### src/rtl/mips_cpu_pkg.sv
// Shared types for the MIPS core mul/div path.
// Op encodings, FSM states and the iteration count.
package mips_cpu_pkg;

  typedef enum logic [1:0] {
    OP_MULT  = 2'b00,
    OP_MULTU = 2'b01,
    OP_DIV   = 2'b10,
    OP_DIVU  = 2'b11
  } muldiv_op_t;

  typedef enum logic [1:0] {
    ST_IDLE   = 2'b00,
    ST_RUN    = 2'b01,
    ST_FINISH = 2'b10
  } muldiv_state_t;

  localparam int MULDIV_STEPS = 32;

endpackage

### src/rtl/mips_cpu_muldiv_sign.sv
// Conditional two's-complement negate (abs / sign fix-up).
// Ports: val in, neg in (negate when 1), res out.
module mips_cpu_muldiv_sign #(
  parameter int W = 32
) (
  input  logic [W-1:0] val,
  input  logic         neg,
  output logic [W-1:0] res
);

  assign res = neg ? (~val + W'(1)) : val;

endmodule

### src/rtl/mips_cpu_muldiv.sv
// Iterative MULT/MULTU/DIV/DIVU unit feeding the HI/LO file.
// Ports: clk, reset, start, op, a, b -> busy, data_hi/lo, hi_en/lo_en.
module mips_cpu_muldiv
  import mips_cpu_pkg::*;
#(
  parameter int WIDTH = 32
) (
  input  logic             clk,
  input  logic             reset,
  input  logic             start,
  input  logic [1:0]       op,
  input  logic [WIDTH-1:0] a,
  input  logic [WIDTH-1:0] b,
  output logic             busy,
  output logic [WIDTH-1:0] data_hi,
  output logic [WIDTH-1:0] data_lo,
  output logic             hi_en,
  output logic             lo_en
);

  localparam int AW = 2 * WIDTH;
  localparam int CW = $clog2(WIDTH);

  muldiv_state_t state, state_nxt;
  muldiv_op_t    op_in, op_r;

  logic [CW-1:0]    cnt;
  logic [AW-1:0]    acc, acc_nxt;
  logic [WIDTH-1:0] a_mag_r, b_mag_r, a_raw_r;
  logic             neg_q_r, neg_r_r;

  logic             sgn_in, neg_a, neg_b;
  logic [WIDTH-1:0] a_mag, b_mag;
  logic             last, fin_load, is_div;

  logic [WIDTH:0]   mul_sum, div_sh, div_diff;
  logic             q_bit;

  logic [AW-1:0]    prod_fix;
  logic [WIDTH-1:0] quo_fix, rem_fix;
  logic [WIDTH-1:0] res_hi, res_lo;

  assign op_in  = muldiv_op_t'(op);
  assign sgn_in = (op_in == OP_MULT) || (op_in == OP_DIV);
  assign neg_a  = sgn_in & a[WIDTH-1];
  assign neg_b  = sgn_in & b[WIDTH-1];

  mips_cpu_muldiv_sign #(.W(WIDTH)) u_abs_a (
    .val(a), .neg(neg_a), .res(a_mag)
  );

  mips_cpu_muldiv_sign #(.W(WIDTH)) u_abs_b (
    .val(b), .neg(neg_b), .res(b_mag)
  );

  assign is_div   = (op_r == OP_DIV) || (op_r == OP_DIVU);
  assign last     = (cnt == CW'(MULDIV_STEPS - 1));
  assign fin_load = (state == ST_RUN) && last;

  always_comb begin
    state_nxt = state;
    unique case (state)
      ST_IDLE:   if (start) state_nxt = ST_RUN;
      ST_RUN:    if (last) state_nxt = ST_FINISH;
      ST_FINISH: state_nxt = ST_IDLE;
      default:   state_nxt = ST_IDLE;
    endcase
  end

  // Multiply: add multiplicand into the high half, then shift
  // the whole accumulator right (multiplier bit cnt, LSB first).
  // Divide: remainder lives in the high half, quotient shifts in
  // at bit 0; dividend bits are pulled in MSB first.
  always_comb begin
    mul_sum  = {1'b0, acc[AW-1:WIDTH]}
             + (b_mag_r[cnt] ? {1'b0, a_mag_r} : '0);
    div_sh   = {acc[AW-1:WIDTH], a_mag_r[CW'(WIDTH-1) - cnt]};
    div_diff = div_sh - {1'b0, b_mag_r};
    q_bit    = ~div_diff[WIDTH];
    if (is_div) begin
      acc_nxt = {q_bit ? div_diff[WIDTH-1:0] : div_sh[WIDTH-1:0],
                 acc[WIDTH-2:0], q_bit};
    end else begin
      acc_nxt = {mul_sum, acc[WIDTH-1:1]};
    end
  end

  mips_cpu_muldiv_sign #(.W(AW)) u_fix_prod (
    .val(acc_nxt), .neg(neg_q_r), .res(prod_fix)
  );

  mips_cpu_muldiv_sign #(.W(WIDTH)) u_fix_quo (
    .val(acc_nxt[WIDTH-1:0]), .neg(neg_q_r), .res(quo_fix)
  );

  mips_cpu_muldiv_sign #(.W(WIDTH)) u_fix_rem (
    .val(acc_nxt[AW-1:WIDTH]), .neg(neg_r_r), .res(rem_fix)
  );

  // Divide by zero bypasses the datapath result entirely.
  always_comb begin
    res_hi = prod_fix[AW-1:WIDTH];
    res_lo = prod_fix[WIDTH-1:0];
    if (is_div) begin
      if (b_mag_r == '0) begin
        res_hi = a_raw_r;
        res_lo = '1;
      end else begin
        res_hi = rem_fix;
        res_lo = quo_fix;
      end
    end
  end

  always_ff @(posedge clk) begin
    if (reset) begin
      state   <= ST_IDLE;
      op_r    <= OP_MULT;
      cnt     <= '0;
      acc     <= '0;
      a_mag_r <= '0;
      b_mag_r <= '0;
      a_raw_r <= '0;
      neg_q_r <= 1'b0;
      neg_r_r <= 1'b0;
      busy    <= 1'b0;
      hi_en   <= 1'b0;
      lo_en   <= 1'b0;
      data_hi <= '0;
      data_lo <= '0;
    end else begin
      state <= state_nxt;
      busy  <= (state_nxt != ST_IDLE);
      hi_en <= fin_load;
      lo_en <= fin_load;
      if (state == ST_IDLE && start) begin
        op_r    <= op_in;
        cnt     <= '0;
        acc     <= '0;
        a_mag_r <= a_mag;
        b_mag_r <= b_mag;
        a_raw_r <= a;
        neg_q_r <= neg_a ^ neg_b;
        neg_r_r <= neg_a;
      end else if (state == ST_RUN) begin
        acc <= acc_nxt;
        cnt <= cnt + CW'(1);
      end
      if (fin_load) begin
        data_hi <= res_hi;
        data_lo <= res_lo;
      end
    end
  end

endmodule

### config.mk
export PLATFORM = sky130hd
export DESIGN_NAME = mips_cpu_muldiv
export DESIGN_NICKNAME = d
export VERILOG_FILES = /design/src/rtl/mips_cpu_pkg.sv /design/src/rtl/mips_cpu_muldiv_sign.sv /design/src/rtl/mips_cpu_muldiv.sv
export SDC_FILE = /design/constraint.sdc
export NUM_CORES = 1
export LEC_CHECK = 0
export CAP_MARGIN = 5
export CORE_ASPECT_RATIO = 2
export CORE_UTILIZATION = 40
export DETAILED_ROUTE_END_ITERATION = 16
export SLEW_MARGIN = 0
export SYNTH_ARGS = -nofsm -noshare
export SYNTH_HDL_FRONTEND = slang
export SYNTH_HIERARCHICAL = 1
export SYNTH_SLANG_ARGS = --single-unit
### constraint.sdc
create_clock -name clk -period 8.8 [get_ports clk]
set_input_delay 2.2 -clock clk [delete_from_list [all_inputs] [get_ports clk]]
set_output_delay 2.2 -clock clk [all_outputs]
set_load 0.1 [all_outputs]
# --- Word level (Yosys, flattened, before mapping) ---
# Index checks and enable logic that the tools add are counted.
word_totals:
  register_bits: 237
  in_bits: 69
  out_inout_bits: 67
  wordCells: 66
op_classes:
  n_addsub: 9
  n_lt_le_gt_ge: 2
  eq_ne: 5
  n_mux: 19
  bitwise_logic: 9
  reduce_logical: 9
ops:
  columns: ["op", "count"]
  rows:
  - ["$mux W32", 10]
  - ["$add A32 B1 Y32 const B", 4]
  - ["$mux W64", 2]
  - ["$not A32 Y32", 4]
  - ["$add A64 B1 Y64 const B", 1]
  - ["$not A64 Y64", 1]
  - ["$add A32 B32 Y33", 1]
  - ["$sub A33 B32 Y33", 1]
  - ["$logic_not A32 Y1", 1]
  - ["$lt A5 B6 Y1 const B", 2]
  - ["$bmux W1 S5", 2]
  - ["$eq A2 B2 Y1 const B", 3]
  - ["$add A5 B1 Y5 const B", 1]
  - ["$eq A5 B5 Y1 const B", 1]
  - ["$sub A5 B5 Y5 const A", 1]
  - ["$logic_not A2 Y1", 2]
  - ["$mux W2", 2]
  - ["$pmux W2 S2", 1]
  - ["$and A1 B1 Y1", 2]
  - ["$eq A2 B1 Y1 const B", 1]
  - ["$logic_and A1 B1 Y1", 2]
  - ["$logic_or A1 B1 Y1", 2]
  - ["$mux W1", 2]
  - ["$reduce_bool A2 Y1", 1]
  - ["other kinds (3)", 3]

# --- Longest topological paths before layout ---
logic_depth:
  depth_word: 11
  depth_mapped: 28
  ltp_nobuf: 24

# --- By module ---
# The synthesis kept the hierarchy.
by_module_without_submodules:
  columns: ["mod", "n_inst", "cells_each", "area_per_inst_um2", "seq_area_each_um2"]
  rows:
  - ["mips_cpu_muldiv", 1, 1852, 14291.2, 4724.5]
  - ["mips_cpu_muldiv_sign at u_abs_a ...", 4, 99, 777.0, 0.0]
  - ["mips_cpu_muldiv_sign at u_fix_prod", 1, 206, 1649.1, 0.0]

# --- Worst setup path after synthesis ---
# No wires, ideal clock.
synth_path:
  path_kind: "reg-to-reg"
  startpoint: "register cnt[0]"
  endpoint: "register data_hi[31]"
  setup_time_ns: 0.067
  t_arrival_ns: 7.291
  required_time_ns: 8.733
  path_slack_ns: 1.442
  stages_incl_launch_ff: 27
  n_path_buf: 3
  synth_period_minus_slack_ns: 7.358
  path_cell_list: "dfxtp_1 > clkbuf_1 > buf_2 > mux4_2 > mux4_2 > mux2i_1 > clkbuf_1 > nor2b_1 > ha_1 > fa_1 > a21o_1 > a221oi_1 > nor4b_1 > or3_1 > and2_1 > a31oi_1 > nor3b_1 > a311oi_1 > or4_4 > or3_1 > or4_1 > o31ai_1 > xnor2_1 > nor2_1 > a211oi_1 > a21oi_1 > nor2_1"
synth_via:
  word_cells_on_any_way: 21
  cone_classes: "add/sub: 5; eq/ne: 1; mux: 11; bitwise: 3; reduce/logical: 1"
synth_lines:
  columns: ["element", "line_no", "text"]
  rows:
  - ["start: declaration", "mips_cpu_muldiv.sv:27", "logic [CW-1:0] cnt;"]
  - ["start signal: assignment", "mips_cpu_muldiv.sv:147", "cnt <= cnt + CW'(1);"]
  - ["$sub A5 B5 Y5", "mips_cpu_muldiv.sv:77", "div_sh = {acc[AW-1:WIDTH], a_mag_r[CW'(WIDTH-1) - cnt]};"]
  - ["$bmux W1 S5", "mips_cpu_muldiv.sv:77", null]
  - ["$mux W1 (implied by the code)", "mips_cpu_muldiv.sv:77", null]
  - ["$sub A33 B32 Y33", "mips_cpu_muldiv.sv:78", "div_diff = div_sh - {1'b0, b_mag_r};"]
  - ["$mux W32", "mips_cpu_muldiv.sv:81", "acc_nxt = {q_bit ? div_diff[WIDTH-1:0] : div_sh[WIDTH-1:0],"]
  - ["$mux W64 *", "mips_cpu_muldiv.sv:80", "if (is_div) begin"]
  - ["net acc_nxt[57]", "mips_cpu_muldiv.sv:28", "logic [AW-1:0] acc, acc_nxt;"]
  - ["$not A64 Y64 *", "mips_cpu_muldiv_sign.sv:11", "assign res = neg ? (~val + W'(1)) : val;"]
  - ["$add A64 B1 Y64 *", "mips_cpu_muldiv_sign.sv:11", null]
  - ["$mux W64 *", "mips_cpu_muldiv_sign.sv:11", null]
  - ["net prod_fix[63]", "mips_cpu_muldiv.sv:39", "logic [AW-1:0] prod_fix;"]
  - ["$mux W32 *", "mips_cpu_muldiv.sv:104", "if (is_div) begin"]
  - ["end signal: assignment", "mips_cpu_muldiv.sv:150", "data_hi <= res_hi;"]
  - ["end: declaration", "mips_cpu_muldiv.sv:15", "output logic [WIDTH-1:0] data_hi,"]
# The timed path passes the listed nets; every way through them passes the cells marked *. The select of a mux whose other input is x is not followed.
# A chain may end at the register's enable or synchronous reset.

# --- Worst setup path after layout ---
layout_path:
  startpoint: "register cnt[0]"
  endpoint: "register data_hi[22]"
# The elaborated chain is that of the path after synthesis.

==> qor.log <==
[worst_setup_path] FF-to-FF Start cnt[0]
[logic_synthesis] most frequently used flop master after synthesis sky130_fd_sc_hd__dfxtp_1
[global_route] vias in the first global route 18400
[pwr] Internal Power 2.15 mW
[detailed_routing] number of iterations in the first detailed-routing pass 5
[logic_synthesis] leading cell types by total area after synthesis sky130_fd_sc_hd__dfxtp_1 (25%), sky130_fd_sc_hd__xnor2_1 (9.8%), sky130_fd_sc_hd__nand2_1 (7.4%)
[pwr] pwr dens 162 nW/µm²
[worst_setup_path] maximum single-stage delay on the critical path 0.66 ns
[worst_setup_path] cell seen most often among critical-path stages sky130_fd_sc_hd__nor2_1
[detailed_routing] initial drt markers 1038
[pwr] worst-case vdd ir drop 0.132 mV
[sta] Setup Total Neg Slack 0 ns
[clocking] latest clock arrival within the worst-skew pair 0.57 ns
[detailed_routing] Via Count 18700
[logic_synthesis] count of yosys warnings during synthesis 6
[global_route] pin count of the biggest net entering global routing 190
[clocking] root buffer cell sky130_fd_sc_hd__clkbuf_16
[clocking] # H-tree levels 1
[worst_setup_path] library cell contributing the largest single delay on the critical path sky130_fd_sc_hd__a211oi_1
[detailed_routing] post-DR wirelength/cell 23.8 µm
[worst_setup_path] WS Path Type flop to flop
[sta] shortest period the worst path allows 8.27 ns
[worst_setup_path] critical path buffer and inverter count 1
[worst_setup_path] number of gates on the worst path with buffers counted 24
[place] number of buffers added on ports 135
[pwr] sw power 1.39 mW
[sta] transition time of the tightest slew-check pin 1.21 ns
[layout] filler cell count 4809
[worst_setup_path] crit path capture type flop
[logic_synthesis] count of flip-flops with a built-in enable after synthesis 0
[clocking] maximum clock path buffer count 3
[clocking] number of buffers inserted during clock tree synthesis 25
[clocking] CTS tree done
[pwr] overall power consumption 3.54 mW
[worst_setup_path] kind of launch point of the worst setup path flop
[clocking] post-cts repair resize count 0
[logic_synthesis] register area share after synthesis 24.8%
[sta] number of setup violations in the final report 0
[worst_setup_path] worst-case reg-to-reg path depth 24
[die] die outline width 156 µm
[die] floorplan die area 48500 µm²
[pwr] static leakage power 7.71 nW
[worst_setup_path] arrival time of the worst setup path 8.76 ns
[layout] net total in the final layout 2657
[logic_synthesis] Synth Net Count 2596
[worst_setup_path] capturing point of the worst reg2reg path data_hi[22]
[die] Core Box Area 46800 µm²
[sta] worst path setup slack after routing 0.531 ns
[sta] setup repair after global routing missed its margin no
[detailed_routing] Routed WL 75.3 mm
[flow_run] number of max-cap violations 0
[clocking] CTS Sinks 236
[layout] area delta synth->final 14.5%
[sta] part of the cycle the worst path needs 94.0%
[place] placed cell count 3115
[layout] leading cell type in the layout, fill and taps excluded sky130_fd_sc_hd__nand2_1
[global_route] sum of overflow across all layers after global routing 0
[logic_synthesis] dominant cell type by area after synthesis sky130_fd_sc_hd__dfxtp_1
[place] Routability Congestion 1.08
[worst_setup_path] worst setup path endpoint data_hi[22]
[die] Die Y 311 µm
[sta] maximum clock skew at final layout 0.0162 ns
[pwr] switching portion of total power 39.2%
[place] placed wire-length estimate after detailed placement 59.5 mm
[worst_setup_path] worst-path cell chain mux4_2 > mux4_2 > mux2i_1 > ha_1 > inv_1 > fa_1 > a211o_1 > a2111oi_4 > o211ai_2 > and2_4 > a311o_1 > nor2_2 > nor2_1 > a211oi_1 > nor2_1 > or4_1 > nor4_1 > nand4_2 > o41ai_1 > xnor2_1 > nor2_1 > a211oi_1 > a21oi_1 > nor2_1
[clocking] count of hold-fix buffers inserted at cts 0
[detailed_routing] remaining antenna violation count 0
[sta] Fin. Hold Viols 0
[sta] Rel. slew slack 18.8%
[logic_synthesis] Async SR Flop Fraction 0%
[sta] count of final max-slew check failures 0
[logic_synthesis] synthesized area divided by synthesized cell count 7.76 µm²
[die] Site Rows 112
[pwr] combinational power share 36.3%
[place] post-placement setup slack 0.529 ns
[clocking] buffers inserted by post-CTS timing repair 0
[min_path] class of the tightest hold or removal check flop to flop
[logic_synthesis] Post-Syn Instances 2454
[logic_synthesis] synthesized area 19000 µm²
[worst_setup_path] Critical Path RT 9.30 ns
[global_route] wire length of the first global-routing pass 113 mm
[status] result of the run finished, final reports clean
[logic_synthesis] number of flip-flops and latches in the synthesized netlist 236
[pwr] part of the total power dissipated in sequential elements 33.3%
[layout] commonest cells after routing, fill and taps aside sky130_fd_sc_hd__nand2_1 (375), sky130_fd_sc_hd__a21oi_1 (245), sky130_fd_sc_hd__dfxtp_1 (234)
[pwr] power share of the clock group 30.4%
[global_route] number of antenna violations at the first check in global routing 1
[layout] share of post-route cells with drive strength above 1 9.87%
[worst_setup_path] maximum net fanout on the critical path 14
[detailed_routing] Via-to-Cell Ratio 5.92
[worst_setup_path] Largest delay share family, worst path simple AND/OR/NAND/NOR gates
[place] Cell Area, Placed 21000 µm²
[sta] Max Clk Rate 121 MHz
[die] starting utilization of the core area 40.7%
[worst_setup_path] R2R setup slack 0.53 ns
[worst_setup_path] CP startpoint cnt[0]
[detailed_routing] Residual DRC 0
[clocking] clock transition at the registers of the reported paths 0.06 ns
[die] IO Count 136
[logic_synthesis] share of the synthesized area in the top cell type 24.8%
[global_route] overall fraction of global-route tracks in use 31.0%
[layout] Design Area, Final 21800 µm²
[layout] count of placed standard cells in the final layout, fillers left out 3160
[logic_synthesis] Distinct cells, synth 89
-- stage by stage --
stage                     hold slack, ns  utilization [%]
after detailed placement           0.445             44.9
after CTS                          0.452             46.6
final                              0.449             46.6
after global routing               0.469             46.6
after global placement             0.440             44.9
after floorplan                    0.433                -
-- synthesized netlist by cell type (20+ instances only) --
master,number
sky130_fd_sc_hd__dfxtp_1,236
sky130_fd_sc_hd__nand3_1,32
sky130_fd_sc_hd__a211oi_1,46
sky130_fd_sc_hd__nor2_1,231
sky130_fd_sc_hd__clkbuf_1,117
sky130_fd_sc_hd__nand4_1,20
sky130_fd_sc_hd__o221ai_1,32
sky130_fd_sc_hd__nor4_1,23
sky130_fd_sc_hd__mux2_2,34
sky130_fd_sc_hd__o21ai_0,93
sky130_fd_sc_hd__inv_1,63
sky130_fd_sc_hd__mux4_2,20
sky130_fd_sc_hd__a21oi_1,245
sky130_fd_sc_hd__nand2_1,377
sky130_fd_sc_hd__o41ai_2,20
sky130_fd_sc_hd__nor2b_1,44
sky130_fd_sc_hd__nor3_1,54
sky130_fd_sc_hd__nand2b_1,24
sky130_fd_sc_hd__xor2_1,23
sky130_fd_sc_hd__buf_1,20
sky130_fd_sc_hd__o31ai_1,61
sky130_fd_sc_hd__ha_1,71
sky130_fd_sc_hd__a21o_1,26
sky130_fd_sc_hd__mux2i_1,47
sky130_fd_sc_hd__o41ai_1,28
sky130_fd_sc_hd__xnor2_1,213
-- power by group through the flow --
stage	logic, mW	clock network, mW	registers [mW]
finish	1.28	1.08	1.18
CTS	1.25	1.10	1.18
detailed placement	1.25	0	1.20
global placement	1.24	0	1.20
floorplan	0.847	0	1.17
global route	1.36	1.13	1.18
-- logic make-up (layout without fill, tap and decap cells) --
logic type	Yosys count	count (layout)	share of synthesized area, %
adder cells (fa/ha/maj)	73	73	4.87
AND/OR/NAND/NOR	926	926	24.3
AO/OA/AOI/OAI	666	666	23.6
flip-flops	236	236	24.8
buffers and inverters	213	291	4.47
other	0	1	0
multiplexers	104	104	7.06
XOR/XNOR	236	236	10.9
-- flip-flops by register name (all words and copies together) (netlist names), 2 cells and up --
signal / cells
a_mag_r: 32
a_raw_r: 32
acc: 64
b_mag_r: 32
cnt: 5
data_hi: 32
data_lo: 32
state: 2
-- how the worst min path moves through the flow --
stage | start | endpoint | slack, ns | cells after the start
2_1_floorplan | acc[0] | acc[0] | 0.43 | 2
3_3_place_gp | data_lo[17] | data_lo[17] | 0.44 | 2
3_5_place_dp | data_lo[11] | data_lo[11] | 0.44 | 2
4_1_cts | data_lo[5] | data_lo[5] | 0.45 | 2
5_1_grt | data_lo[0] | data_lo[0] | 0.47 | 2
6_report | data_lo[8] | data_lo[8] | 0.45 | 2
-- worst reg2reg max path: cells and delay by family, from the launching register on --
family,cells,cell delay [ns]
fa+ha+maj,2,0.69
buf+inv,1,0.06
compound gates,8,2.58
simple gates,9,2.60
flops,1,0.63
xor+xnor,1,0.16
mux,3,1.47
-- area by class of cell --
type | count | area (µm²) | share of cell area, %
clock buffer | 33 | 706 | 3.24
tap | 627 | 785 | 3.60
clock inverter | 11 | 98.8 | 0.453
timing repair buffer | 184 | 1730 | 7.93
multi-input combinational | 2005 | 13500 | 62.0
antenna | 1 | 2.50 | 0.0115
sequential | 236 | 4730 | 21.7
inverter | 63 | 236 | 1.08
-- per-layer routing --
layer  GRT usage, %  share of wire (%)  vias up
met5              0                  0        -
met4           27.3                 10        0
met2           57.5                 52      607
met3           3.15                3.6      256
li1               -                  -     8944
met1           29.7                 34     8905
No activity file was read; power rests on OpenSTA's default activity.
